## src/rtl/gate_exerciser3.sv

```systemverilog
`default_nettype none
// ============================================================================
//  Module      : gate_exerciser3
//  Description : Sequential stimulus/checker for a 3-input, 1-output gate.
//                Walks x2..x0 through all 8 input vectors, holds each one
//                for SETTLE_CYCLES+1 clocks, and samples the synchronised
//                gate response. Each response is compared against the
//                EXPECT_MASK truth table.
//                Optional macro GATE_EX_CONTINUE_EN: mismatches do not stop
//                the run, and err_mask records every failing vector.
//  Revision    : 1.0  initial release
// ============================================================================
module gate_exerciser3 #(
    parameter int unsigned SETTLE_CYCLES = 32'd12000000,
    parameter logic [7:0]  EXPECT_MASK   = 8'h80
) (
    input  logic       clk,
    input  logic       rst,
    input  logic       start,
    output logic       x0,
    output logic       x1,
    output logic       x2,
    input  logic       z0,
    output logic       busy,
    output logic       done,
    output logic       pass,
    output logic [2:0] vec_idx,
    output logic [2:0] fail_idx,
    output logic [7:0] err_mask
);

    localparam int unsigned c_cnt_w = $clog2(SETTLE_CYCLES + 1);
    localparam logic [c_cnt_w-1:0] c_cnt_last = c_cnt_w'(SETTLE_CYCLES - 1);

    typedef enum logic [1:0] {
        S_IDLE   = 2'd0,
        S_HOLD   = 2'd1,
        S_SAMPLE = 2'd2,
        S_FIN    = 2'd3
    } state_t;

    state_t             state_q, state_d;
    logic [c_cnt_w-1:0] cnt_q, cnt_d;
    logic [2:0]         vec_q, vec_d;
    logic [2:0]         fidx_q, fidx_d;
    logic               busy_q, busy_d;
    logic               done_q, done_d;
    logic               pass_q, pass_d;
    logic               z_meta_q, z_s_q;
    logic               w_mismatch;
`ifdef GATE_EX_CONTINUE_EN
    logic [7:0]         err_q, err_d;
`endif

    // Response sampled against the truth-table bit for the current vector
    assign w_mismatch = z_s_q ^ EXPECT_MASK[vec_q];

    // Two-flop synchroniser: z0 comes from off-chip logic with no clock relation
    always_ff @(posedge clk) begin
        if (rst) begin
            z_meta_q <= 1'b0;
            z_s_q    <= 1'b0;
        end else begin
            z_meta_q <= z0;
            z_s_q    <= z_meta_q;
        end
    end

    // State and run-result registers
    always_ff @(posedge clk) begin
        if (rst) begin
            state_q <= S_IDLE;
            cnt_q   <= '0;
            vec_q   <= 3'd0;
            fidx_q  <= 3'd0;
            busy_q  <= 1'b0;
            done_q  <= 1'b0;
            pass_q  <= 1'b0;
`ifdef GATE_EX_CONTINUE_EN
            err_q   <= 8'h00;
`endif
        end else begin
            state_q <= state_d;
            cnt_q   <= cnt_d;
            vec_q   <= vec_d;
            fidx_q  <= fidx_d;
            busy_q  <= busy_d;
            done_q  <= done_d;
            pass_q  <= pass_d;
`ifdef GATE_EX_CONTINUE_EN
            err_q   <= err_d;
`endif
        end
    end

    // Next-state logic: hold each vector, sample once, then advance or finish
    always_comb begin
        state_d = state_q;
        cnt_d   = cnt_q;
        vec_d   = vec_q;
        fidx_d  = fidx_q;
        busy_d  = busy_q;
        done_d  = done_q;
        pass_d  = pass_q;
`ifdef GATE_EX_CONTINUE_EN
        err_d   = err_q;
`endif
        case (state_q)
            S_IDLE, S_FIN: begin
                // A finished run can be restarted directly from FIN
                if (start) begin
                    state_d = S_HOLD;
                    cnt_d   = '0;
                    vec_d   = 3'd0;
                    fidx_d  = 3'd0;
                    busy_d  = 1'b1;
                    done_d  = 1'b0;
                    pass_d  = 1'b0;
`ifdef GATE_EX_CONTINUE_EN
                    err_d   = 8'h00;
`endif
                end
            end
            S_HOLD: begin
                // Counter stops at its last value so it never exceeds SETTLE_CYCLES-1
                if (cnt_q == c_cnt_last) begin
                    state_d = S_SAMPLE;
                end else begin
                    cnt_d = cnt_q + 1'b1;
                end
            end
            S_SAMPLE: begin
`ifdef GATE_EX_CONTINUE_EN
                if (w_mismatch) begin
                    err_d[vec_q] = 1'b1;
                    // Vectors run in ascending order, so the first hit is the lowest index
                    if (err_q == 8'h00) begin
                        fidx_d = vec_q;
                    end
                end
                if (vec_q == 3'd7) begin
                    state_d = S_FIN;
                    busy_d  = 1'b0;
                    done_d  = 1'b1;
                    pass_d  = (err_d == 8'h00);
                end else begin
                    state_d = S_HOLD;
                    vec_d   = vec_q + 3'd1;
                    cnt_d   = '0;
                end
`else
                if (w_mismatch) begin
                    // Stop at the first bad vector; no earlier mismatch can exist
                    state_d = S_FIN;
                    fidx_d  = vec_q;
                    busy_d  = 1'b0;
                    done_d  = 1'b1;
                    pass_d  = 1'b0;
                end else if (vec_q == 3'd7) begin
                    state_d = S_FIN;
                    busy_d  = 1'b0;
                    done_d  = 1'b1;
                    pass_d  = 1'b1;
                end else begin
                    state_d = S_HOLD;
                    vec_d   = vec_q + 3'd1;
                    cnt_d   = '0;
                end
`endif
            end
            default: begin
                state_d = S_IDLE;
            end
        endcase
    end

    // Stimulus is driven only while a run is active, otherwise parked at 0
    assign x0       = busy_q & vec_q[0];
    assign x1       = busy_q & vec_q[1];
    assign x2       = busy_q & vec_q[2];
    assign busy     = busy_q;
    assign done     = done_q;
    assign pass     = pass_q;
    assign vec_idx  = vec_q;
    assign fail_idx = fidx_q;
`ifdef GATE_EX_CONTINUE_EN
    assign err_mask = err_q;
`else
    assign err_mask = 8'h00;
`endif

endmodule
`default_nettype wire
```

## config.mk

```make
export PLATFORM = sky130hd
export DESIGN_NAME = gate_exerciser3
export DESIGN_NICKNAME = d
export VERILOG_FILES = /design/src/rtl/gate_exerciser3.sv
export SDC_FILE = /design/constraint.sdc
export NUM_CORES = 1
export LEC_CHECK = 0
export BUFFER_PORTS_ARGS = -buffer_cell sky130_fd_sc_hd__buf_2
export CELL_PAD_IN_SITES_DETAIL_PLACEMENT = 0
export CELL_PAD_IN_SITES_GLOBAL_PLACEMENT = 2
export CORE_ASPECT_RATIO = 1.1
export CORE_UTILIZATION = 34
export DETAILED_ROUTE_END_ITERATION = 7
export GPL_ROUTABILITY_DRIVEN = 0
export PLACE_DENSITY = 0.83
export SLEW_MARGIN = 20
export SYNTH_ARGS = -nofsm -noshare
export SYNTH_HDL_FRONTEND = slang
export SYNTH_SLANG_ARGS = --single-unit
```

## constraint.sdc

```tcl
create_clock -name clk -period 2.5 [get_ports clk]
set_clock_uncertainty 0.05 [all_clocks]
set_input_delay 0.125 -clock clk [delete_from_list [all_inputs] [get_ports clk]]
set_output_delay 0.125 -clock clk [all_outputs]
set_load 0.01 [all_outputs]
```

Word level (Yosys, flattened, before mapping)
Memory sizes are Yosys's and may differ from the RTL's. A register that Yosys moved wholly into a read port is not among the register bits.
Cells that the tools add are included.
{"block": "word_totals", "regBits": 37, "mem_bits_ro": 8, "in_bits": 4, "output_inout_bits": 20, "wordCells": 66, "n_memories": 1}
{"block": "op_classes", "n_addsub": 2, "n_lt_le_gt_ge": 1, "n_eq_ne": 12, "muxes": 29, "n_bitwise": 4, "n_reduce_logical": 8}
{"name": "(name not given)", "words": 8, "word_bits": 1, "rd": 1, "rd_clocked_by_memory_dff": 1, "write_ports": 0, "line_no": "56", "source": "assign w_mismatch = z_s_q ^ EXPECT_MASK[vec_q];"}
{"op": "$mux W24", "count": 4}
{"op": "$pmux W24 S3", "count": 1}
{"op": "$add A24 B1 Y24 const B", "count": 1}
{"op": "$eq A24 B24 Y1 const B", "count": 1}
{"op": "$mux W3", "count": 6}
{"op": "$ne A2 B2 Y1 const B", "count": 6}
{"op": "$pmux W3 S2", "count": 2}
{"op": "$mux W1", "count": 8}
{"op": "$mux W2", "count": 4}
{"op": "$reduce_and A4 Y1", "count": 2}
{"op": "$pmux W1 S2", "count": 3}
{"op": "$pmux W2 S3", "count": 1}
{"op": "$reduce_and A3 Y1", "count": 2}
{"op": "$eq A2 B2 Y1 const B", "count": 2}
{"op": "$lt A3 B4 Y1 const B", "count": 1}
{"op": "$add A3 B1 Y3 const B", "count": 1}
{"op": "$and A1 B1 Y1", "count": 3}
{"op": "$eq A3 B3 Y1 const B", "count": 1}
{"op": "$ne A3 B3 Y1 const B", "count": 1}
{"op": "$eq A2 B1 Y1 const B", "count": 1}
{"op": "$logic_not A2 Y1", "count": 1}
{"op": "$reduce_and A2 Y1", "count": 1}
{"op": "$reduce_bool A2 Y1", "count": 1}
{"op": "$reduce_or A2 Y1", "count": 1}
{"op": "$xor A1 B1 Y1", "count": 1}

Depth between registers and ports, before layout
{"block": "depth", "word_depth": 7, "mapped_depth": 8, "mapped_depth_nobuf": 7}

Worst setup path after synthesis
OpenSTA, ideal clock, no wires.
{"block": "synth_path", "path_kind": "register to register", "from": "reg state_q[0]", "to": "reg cnt_q[15]", "setup_time_ns": 0.071, "arrival_ns": 2.112, "t_required_ns": 2.379, "setup_slack_ns": 0.268, "stages_incl_launch_ff": 8, "path_buffers": 0, "period_less_slack_ns": 2.232, "path_cell_list": "dfxtp_1 > inv_1 > ha_1 > nor2b_1 > nor3_2 > o21ai_1 > or4_2 > a21oi_1"}
{"block": "synth_via", "elab_chain_len": 4, "word_cells_on_any_way": 11, "classes_between": "eq/ne: 7; mux: 1; reduce/logical: 3"}
{"item": "start: declaration", "line_no": "42", "source": "state_t state_q, state_d;"}
{"item": "start signal: assignment", "line_no": "83", "source": "state_q <= state_d;"}
{"item": "$eq A2 B2 Y1 or $logic_not A2 Y1 (tied branches)", "line_no": "108", "source": "case (state_q)"}
{"item": "$reduce_or A2 Y1", "line_no": "108"}
{"item": "$ne A2 B2 Y1 (no source line)"}
{"item": "$reduce_and A4 Y1 (no source line)"}
{"item": "end signal: assignment", "line_no": "84", "source": "cnt_q <= cnt_d;"}
{"item": "end: declaration", "line_no": "43", "source": "logic [c_cnt_w-1:0] cnt_q, cnt_d;"}
Several ways; a longest one is shown, not always the timed one.
A chain may end at the register's enable or synchronous reset.

Worst setup path after layout
Ends and elaborated chain as after synthesis.

==> impl_metrics.ini <==
[run_status]
outcome = complete, but fails checks
violations = DRC

[clocking]
cts_root_buffer = clkbuf_8
htree_levels = 2
clk_pin_slew_worst_paths_ns = 0.09
cts_sinks = 38
cts_buffer_depth = 2
post_cts_buffers = 0
cts_tree = built
worstSkewPairLatency_ns = 0.30
numCtsBuffers = 5

[timing]
slew_headroom = 0.644
min_period_ns = 2.25
finalSetupTns_ns = 0
max_freq_mhz = 444
worst_pin_slew_ns = 0.534
fin_crit_sh = 0.901
finalSetupViolCount = 0
rsz0062_at_grt = no
hold_viol = 0
slew_viol_final = 0

[die]
num_rows = 30
die_area_um2 = 6640
initial_core_util = 0.351
die_h_um = 85.3
core_region_area_um2 = 6120
ioPinCount = 24
fp.dieW_um = 77.8

[drt]
vias = 2031
drt-vias-per-instance = 5.46
drt_iter0_drc = 154
wl_um = 5310
drt.antenna.violating_nets = 0
avgRoutedWirePerCell_um = 14.3
dr.pass1.iters = 6
drc = 1

[grt]
grt_max_degree = 31
antenna_found_initial = 0
groute.usage.overall = 0.174
overflow = 0
grt_pass1_vias = 1825
grt_first_pass_wirelength_um = 9140

[worst_setup_path]
crit_fanout = 9
critPathLaunchType = flop
critPathKind = flop to flop
crit_chain = inv_1 > ha_1 > nor2b_1 > nor3_2 > o21ai_2 > or4_2 > a21oi_1
cpPeakStageDelay_ns = 0.66
path_buf_inv = 1
crit_path_end_kind = flop
cp_data_arrival_time_ns = 2.43
cpLargestDelayFamily = simple AND/OR/NAND/NOR gates
cp_slowest_cell = or4_2
crit_required_ns = 2.68

[power_and_ir_drop]
leakage_nw = 0.881
power.density_nw_per_um2 = 603
ir_worst_vdd_mv = 0.214

[layout]
nFillCells = 607
fin_nets = 301
antenna_cells = 0
mostFrequentLayoutCell = dfxtp_1
area_growth_pct = 14.8
layout_common_cells = dfxtp_1 (38), nand2_1 (23), a21oi_1 (18)
fin_util = 0.403
layout-drive-gt1-share = 0.175

[logic_synthesis]
ys.flop_type = dfxtp_1
synthCells = 266
synth-edff-count = 0
synth.area.top_cells = dfxtp_1 (35%), a21oi_1 (4.2%), nand2_1 (4.0%), ha_1 (3.5%), or3_1 (3.5%)
seq_area_frac_synth = 0.354
syn_avg_cell_area_um2 = 8.07
synth_warnings = 0
ys_ff_latch = 38
synthArstFlopShare = 0
yosysTopAreaCellShare = 0.354
synth_top_area_cell = dfxtp_1
synthesis.area_um2 = 2150
ys_types = 54

[placement]
dp_hpwl_um = 3720
io_buffers = 15

[min_path]
min_path_type = primary input to flop

[job]
drv_cap = 0
[routing by layer]
metal  vias to the layer above  wire length (um)  GRT usage
li1                       1021                 -          -
met1                       950              2640      0.246
met2                        56              2420      0.253
met3                         4               210     0.0344
met4                         0                42     0.0789
met5                         -                 0          0
[final timing paths]
kind	depth (start not counted)	to	start	slack, ns
max	7	cnt_q[15]	state_q[0]	0.25
min	2	busy	rst	0.24
max reg2reg	7	cnt_q[15]	state_q[0]	0.25
min reg2reg	1	z_s_q	z_meta_q	0.39
[cell type report]
type	instances	area (um2)	share of cell area
multi-input cells	205	1280	0.518
clock inverters	1	5.00	0.00203
clock buffers	7	86.3	0.0350
inverters	10	37.5	0.0152
repair buffers	31	198	0.0802
flip-flops and latches	38	761	0.309
well taps	80	100	0.0406
[stage by stage]
| stage | power, W | hold WS, ns | worst slack, ns | area [um2] | std cells |
|---|---|---|---|---|---|
| 6_report | 0.00149 | 0.244 | 0.246 | 2460 | 372 |
| 5_1_grt | 0.00158 | 0.252 | 0.0572 | 2460 | 372 |
| 4_1_cts | 0.00150 | 0.234 | 0.143 | 2450 | 372 |
| 3_5_place_dp | 0.00104 | 0.300 | 0.176 | 2350 | 363 |
| 3_3_place_gp | 0.00104 | 0.298 | 0.231 | 2350 | 363 |
| 2_1_floorplan | 0.000912 | 0.203 | 0.268 | 2170 | 273 |
[cell usage after synthesis (2+ instances only)]
| cell type | instances |
|---|---|
| a211o_1 | 2 |
| a21oi_1 | 18 |
| a31oi_1 | 10 |
| and2_1 | 6 |
| and4_1 | 4 |
| buf_4 | 9 |
| clkbuf_1 | 10 |
| dfxtp_1 | 38 |
| ha_1 | 6 |
| inv_1 | 10 |
| nand2_1 | 23 |
| nand2b_1 | 6 |
| nand3_1 | 13 |
| nand4_1 | 5 |
| nor2_1 | 15 |
| nor2b_1 | 4 |
| nor3_1 | 5 |
| nor4_1 | 4 |
| o211ai_1 | 4 |
| o21a_1 | 3 |
| o21ai_0 | 13 |
| o21ai_1 | 2 |
| o22ai_1 | 3 |
| o31a_1 | 2 |
| o31ai_1 | 2 |
| o32ai_1 | 2 |
| or3_1 | 12 |
| or3_4 | 2 |
| or4_1 | 7 |
| or4_2 | 2 |
[registers in the layout (all words and copies together), names as in the netlist, named ones only]
name      count
busy          1
cnt_q        24
done          1
fail_idx      3
pass          1
state_q       2
vec_idx       3
z_meta_q      1
z_s_q         1
[logic make-up (layout without fill, tap and decap cells)]
logic type	after synthesis	after routing	share of synthesized area
buffers and inverters	30	49	0.0682
muxes	2	2	0.00991
xor gates and xnor gates	2	2	0.00816
other	1	8	0.00175
and+or+nand+nor	119	119	0.325
AOI/OAI and AO/OA	68	68	0.198
adders and majority gates	6	6	0.0350
DFF	38	38	0.354
[repair_timing]
item,CTS,global route
endpoints found under the setup margin,0,16
resized for setup,0,2
hold buffers,1,0
endpoints found under the hold margin,1,0
[where the power goes]
part	internal (W)	switching, W
combinational	0.000147	0.000241
sequential	0.000621	0.0000161
clock	0.000223	0.000237
Power figures use the tool's default switching activity.
